$ cat src/rtl/warbler_pkg.sv
// Shared constants, lane C word type and the feedback/filter functions used by
// the three Warbler NLFSR lanes.
package warbler_pkg;

    localparam int LEN_A   = 6;
    localparam int LEN_B   = 6;
    localparam int C_WORDS = 5;
    localparam int C_W     = 5;

    typedef logic [C_W-1:0] c_word_t;

    // Lane A nonlinear feedback
    function automatic logic fa(input logic [LEN_A-1:0] a);
        return a[0] ^ a[1] ^ (a[2] & a[4]);
    endfunction

    // Lane B WG-style nonlinear tap
    function automatic logic wgt(input logic [LEN_B-1:0] b);
        return b[1] ^ b[4] ^ (b[2] & b[3]) ^ (b[3] & b[5]);
    endfunction

    // Lane C word feedback; c1 enters rotated left by one bit
    function automatic c_word_t c_fb(input c_word_t c0, input c_word_t c1,
                                     input c_word_t c2, input c_word_t c4);
        return c0 ^ {c1[3:0], c1[4]} ^ (c2 & c4);
    endfunction

    function automatic logic wg_filter(input c_word_t c0);
        return (^(c0 & 5'b10101)) ^ (c0[1] & c0[3]);
    endfunction

endpackage

$ cat src/rtl/warbler_c_reg.sv
// Lane C: five-word NLFSR with shift enable and the filtered output bit.
module warbler_c_reg
    import warbler_pkg::*;
(
    input  logic    clk,
    input  logic    rst,
    input  logic    ce,
    input  logic    load,
    input  logic    init,
    input  c_word_t d,
    input  c_word_t tk,
    output logic    o_warbler
);

    c_word_t c_r [C_WORDS];
    c_word_t c_in_s;

    // Select the word entering c[4]: load beats init beats feedback
    always_comb begin
        c_in_s = c_fb(c_r[0], c_r[1], c_r[2], c_r[4]);
        if (load) begin
            c_in_s = d;
        end else if (init) begin
            c_in_s = tk;
        end else begin
            c_in_s = c_fb(c_r[0], c_r[1], c_r[2], c_r[4]);
        end
    end

    // Word shift register; ce low freezes the whole lane, including load/init
    always_ff @(posedge clk) begin
        if (rst) begin
            for (int i = 0; i < C_WORDS; i++) begin
                c_r[i] <= {C_W{1'b0}};
            end
        end else if (ce) begin
            for (int i = 0; i < C_WORDS - 1; i++) begin
                c_r[i] <= c_r[i+1];
            end
            c_r[C_WORDS-1] <= c_in_s;
        end else begin
            for (int i = 0; i < C_WORDS; i++) begin
                c_r[i] <= c_r[i];
            end
        end
    end

    // Zero-latency filter of the registered head word
    assign o_warbler = wg_filter(c_r[0]);

endmodule

$ cat src/rtl/warbler_nlfsr_core.sv
// Three shift-register lanes of the Warbler PRNG/TRNG mixer: bit lanes A and B
// inline, word lane C in warbler_c_reg.
module warbler_nlfsr_core
    import warbler_pkg::*;
(
    input  logic           clk,
    input  logic           rst,
    input  logic           warbler_o1,
    input  logic           nlfsr3_ce1,
    input  logic           d1,
    input  logic           init1,
    input  logic           load1,
    output logic           a0,
    input  logic           warbler_o2,
    input  logic           nlfsr3_ce2,
    input  logic           d2,
    input  logic           init2,
    input  logic           load2,
    output logic           b0,
    input  logic           nlfsr3_ce3,
    input  logic [C_W-1:0] d3,
    input  logic [C_W-1:0] tk,
    input  logic           init3,
    input  logic           load3,
    output logic           o_warbler
);

    logic [LEN_A-1:0] a_r;
    logic [LEN_B-1:0] b_r;
    logic             a_in_s;
    logic             b_in_s;

    // Bit entering each lane's top cell; the ce inputs only gate the mix bit
    always_comb begin
        a_in_s = 1'b0;
        b_in_s = 1'b0;
        if (load1) begin
            a_in_s = d1;
        end else if (init1) begin
            a_in_s = warbler_o1;
        end else begin
            a_in_s = fa(a_r) ^ (nlfsr3_ce1 & warbler_o1);
        end
        if (load2) begin
            b_in_s = d2;
        end else if (init2) begin
            b_in_s = warbler_o2;
        end else begin
            b_in_s = wgt(b_r) ^ b_r[0] ^ (nlfsr3_ce2 & warbler_o2);
        end
    end

    // Lanes A and B shift on every clock
    always_ff @(posedge clk) begin
        if (rst) begin
            a_r <= {LEN_A{1'b0}};
            b_r <= {LEN_B{1'b0}};
        end else begin
            a_r <= {a_in_s, a_r[LEN_A-1:1]};
            b_r <= {b_in_s, b_r[LEN_B-1:1]};
        end
    end

    assign a0 = a_r[0];
    assign b0 = b_r[0];

    warbler_c_reg u_c_reg (
        .clk       (clk),
        .rst       (rst),
        .ce        (nlfsr3_ce3),
        .load      (load3),
        .init      (init3),
        .d         (d3),
        .tk        (tk),
        .o_warbler (o_warbler)
    );

endmodule

$ cat config.mk
export PLATFORM = sky130hd
export DESIGN_NAME = warbler_nlfsr_core
export DESIGN_NICKNAME = d
export VERILOG_FILES = /design/src/rtl/warbler_pkg.sv /design/src/rtl/warbler_c_reg.sv /design/src/rtl/warbler_nlfsr_core.sv
export SDC_FILE = /design/constraint.sdc
export NUM_CORES = 1
export LEC_CHECK = 0
export BUFFER_PORTS_ARGS = -buffer_cell sky130_fd_sc_hd__clkbuf_2
export CAP_MARGIN = 25
export CORE_MARGIN = 1.5
export CORE_UTILIZATION = 55
export DETAILED_ROUTE_END_ITERATION = 7
export PLACE_DENSITY_LB_ADDON = 0.3
export SLEW_MARGIN = 20
export SYNTH_ARGS = -nofsm -noshare
export SYNTH_HDL_FRONTEND = slang
export SYNTH_HIERARCHICAL = 1
export SYNTH_SLANG_ARGS = --single-unit
$ cat constraint.sdc
create_clock -name clk -period 1.5 [get_ports clk]
set_input_delay 0.225 -clock clk [delete_from_list [all_inputs] [get_ports clk]]
set_output_delay 0.225 -clock clk [all_outputs]
set_load 0.02 [all_outputs]
==> summary.md <==
| Metric | Value |
|---|---|
| Vias in the first global route | `1082` |
| Top cell by count, worst path | `xnor2_1` |
| Total iterations of the first detailed-routing run | `4` |
| Clock slew at reported path FFs | `0.11 ns` |
| Tmin final | `1.631 ns` |
| Slew Viols, Final | `0` |
| Area share of the largest cell type after synthesis | `0.4373` |
| Gr ovfl total | `0` |
| Worst-Margin Slew | `0.5755 ns` |
| Fin crit share | `1.087` |
| Maxcap violations | `0` |
| Place WS | `-0.01532 ns` |
| Root buffer cell | `clkbuf_4` |
| Mapped Cells | `136` |
| Area delta synth->final | `13.70%` |
| Seq/Total Area, Yosys | `0.5773` |
| Die height | `58.87 um` |
| Final ANT Viol Nets | `0` |
| Wire per inst | `13.60 um` |
| Worst-case reg-to-reg path depth | `4` |
| Mean area per synthesized cell | `12.62 um^2` |
| Iter 0 DRT Violations | `11` |
| Worst path max stage delay | `0.42 ns` |
| RSZ-0062 raised after global routing | `yes` |
| Setup tns final | `-0.1306 ns` |
| Failing checks | `setup timing` |
| Yosys warns | `6` |
| Hold Path Cell Cnt | `3` |
| Mapped cell area | `1717 um^2` |
| Most common cell in the netlist | `edfxtp_1` |
| Slowest cell on the critical path | `edfxtp_1` |
| Clock buffer depth | `2` |
| Synth area leaders | `edfxtp_1, dfxtp_1, and2_1` |
| Critical hold path startpoint | `d1` |
| Max VDD drop | `0.6432 mV` |
| Die extent in x | `58.87 um` |
| Worst path cell trace | `xnor2_1 -> xnor2_1 -> xnor2_1 -> buf_4` |
| H-tree Lvls | `2` |
| HP Class | `in -> reg` |
| Vias | `1080` |
| Pwr dens | `963.8 nW/um^2` |
| Clock network latency to the later pin of the worst-skew pair | `0.33 ns` |
| Share of layout cells above drive strength 1 | `0.3000` |
| Nets | `194` |
| First-pass GRT wire length | `4.733 mm` |
| Clock Sinks | `37` |
| Num CTS Buffers | `5` |
| Core area | `3003 um^2` |
| Residual DRC | `0` |
| Initial antenna violation count | `0` |
| Worst setup EP type | `primary output` |
| Final Skew | `0.005202 ns` |
| Diode count | `0` |
| Vias per cell | `5.320` |
| Final setup fails | `1` |
| CP Data Required Time | `1.27 ns` |
| Crit path kind | `reg -> out` |
| Asr flop ratio synth | `0` |
| Row Count | `20` |
| P_leak | `0.0008328 uW` |
| Crit path launch type | `flop` |
| GPL Wtd Cong | `0.6695` |
| Largest net degree at the start of global routing | `26` |
| EDFF count, synth | `25` |
| Most frequent cells after synthesis | `edfxtp_1, and2_1, dfxtp_1, nor2b_1, xnor2_1` |
| Synthesized flop and latch total | `37` |
| Synth cell types | `29` |
| Worst reg2reg setup slack | `0.07 ns` |
| RR Endpoint | `b_r[5]` |
| Total track usage | `0.1883` |
| DP Wirelength | `2.005 mm` |
| FMAX | `613.3 MHz` |
| IO Port Bufs | `27` |
| Hold Slack | `0.1240 ns` |
| WHS Endpoint | `a_r[5]` |
| Fin. Hold Viols | `0` |
| Initial core utilization | `0.5717` |
| # fillers | `231` |
| FF-to-FF Start | `b_r[4]` |
| Post-Syn Nets | `161` |
| WP data arrival | `1.41 ns` |
| CTS tree | `yes` |
| Dominant synthesized flop cell | `edfxtp_1` |
| I/O pin total | `28` |
| Non-Filler Instances | `203` |
| Outcome | `finished, violations left` |
| Setup WS post-layout | `-0.1306 ns` |
| Final wirelength | `2.760 mm` |
| Rel. slew slack | `0.6146` |
| Full die area | `3465 um^2` |
| Tot Pwr | `1881 uW` |
| Worst Path Max Fanout | `2` |
| Placed Instances | `193` |
| Area leader, netlist | `edfxtp_1` |
cell usage in the layout, fill, tap and decap left out:
cell	n
dfxtp_1	12
xor2_1	1
nor2b_2	1
o2111a_1	1
o41ai_1	1
and3b_1	5
edfxtp_1	25
clkinv_2	2
inv_1	5
nor2b_1	11
a221oi_2	5
buf_4	5
mux2i_1	5
xnor2_1	10
clkbuf_2	26
clkbuf_1	1
xnor3_1	1
a31oi_1	1
or2_2	1
a21oi_2	5
nor3b_1	1
nor2_1	2
or3_1	1
nor3_1	3
or4b_1	1
nand2_1	3
o21ai_0	2
a21oi_1	6
and3_4	1
nand2b_1	1
clkbuf_4	5
and2_1	20
per-layer routing:
metal | global-route usage | share of wire | vias up | wire length [um]
met3 | 0.04615 | 0.033 | 7 | 91
met5 | 0 | 0 | - | 0
met1 | 0.2279 | 0.43 | 502 | 1183
li1 | - | - | 548 | -
met4 | 0.1039 | 0.016 | 0 | 45
met2 | 0.3079 | 0.52 | 23 | 1440
logic make-up (layout without fill, tap and decap cells):
kind of cell / after synthesis / after routing / share of synthesized area
buffers and inverters: 10 / 44 / 0.02697
multiplexers: 5 / 5 / 0.02916
flip-flops: 37 / 37 / 0.5773
AND/OR/NAND/NOR: 51 / 51 / 0.1895
AO/OA/AOI/OAI: 21 / 21 / 0.1079
XOR/XNOR: 12 / 12 / 0.06924
through the flow:
stage                 util  cell area [um^2]
detailed placement  0.6263              1881
global placement    0.6263              1881
floorplan                -              1717
CTS                 0.6492              1949
finish              0.6500              1952
global route        0.6500              1952
state kept, by name, indices dropped and copies added, names as in the netlist:
signal and cells:
b_r 6, u_c_reg/c_r 25, a_r 6
final cells by class:
class                      count  area, um^2  share of cell area
inverter                       5       18.77            0.009615
sequential                    37       991.0              0.5077
clock buffer                   6       41.29             0.02115
timing repair buffer          31       167.7             0.08590
tap                           33       41.29             0.02115
clock inverter                 2       10.01            0.005128
multi-input combinational     89       681.9              0.3494
how the worst max path moves through the flow:
stage                           start            endpoint  slack (ns)  cells past startpoint
floorplan                      a_r[0]              a_r[5]        0.14                      4
global placement           nlfsr3_ce3  u_c_reg/c_r[0][10]        0.04                      3
detailed placement         nlfsr3_ce3  u_c_reg/c_r[0][16]       -0.02                      3
CTS                 u_c_reg/c_r[0][4]           o_warbler       -0.20                      4
global route        u_c_reg/c_r[0][0]           o_warbler       -0.25                      4
finish              u_c_reg/c_r[0][0]           o_warbler       -0.13                      4
where the power goes:
group          internal (uW)  switching [uW]
registers               1150            33.6
clock network            179             306
logic                    107             110
critical path, delay by kind of cell, from the launching register on:
family | cells | cell delay, ns
xor+xnor | 3 | 0.50
buf+inv | 1 | 0.15
flops | 1 | 0.42
what timing repair did:
item	in CTS	in global routing
pin swaps	3	2
buffers inserted	2	0
endpoints found under the setup margin	1	1
cloned	0	0
resized for setup	1	1
hold buffers	0	0
No activity file was read; power rests on OpenSTA's default activity.
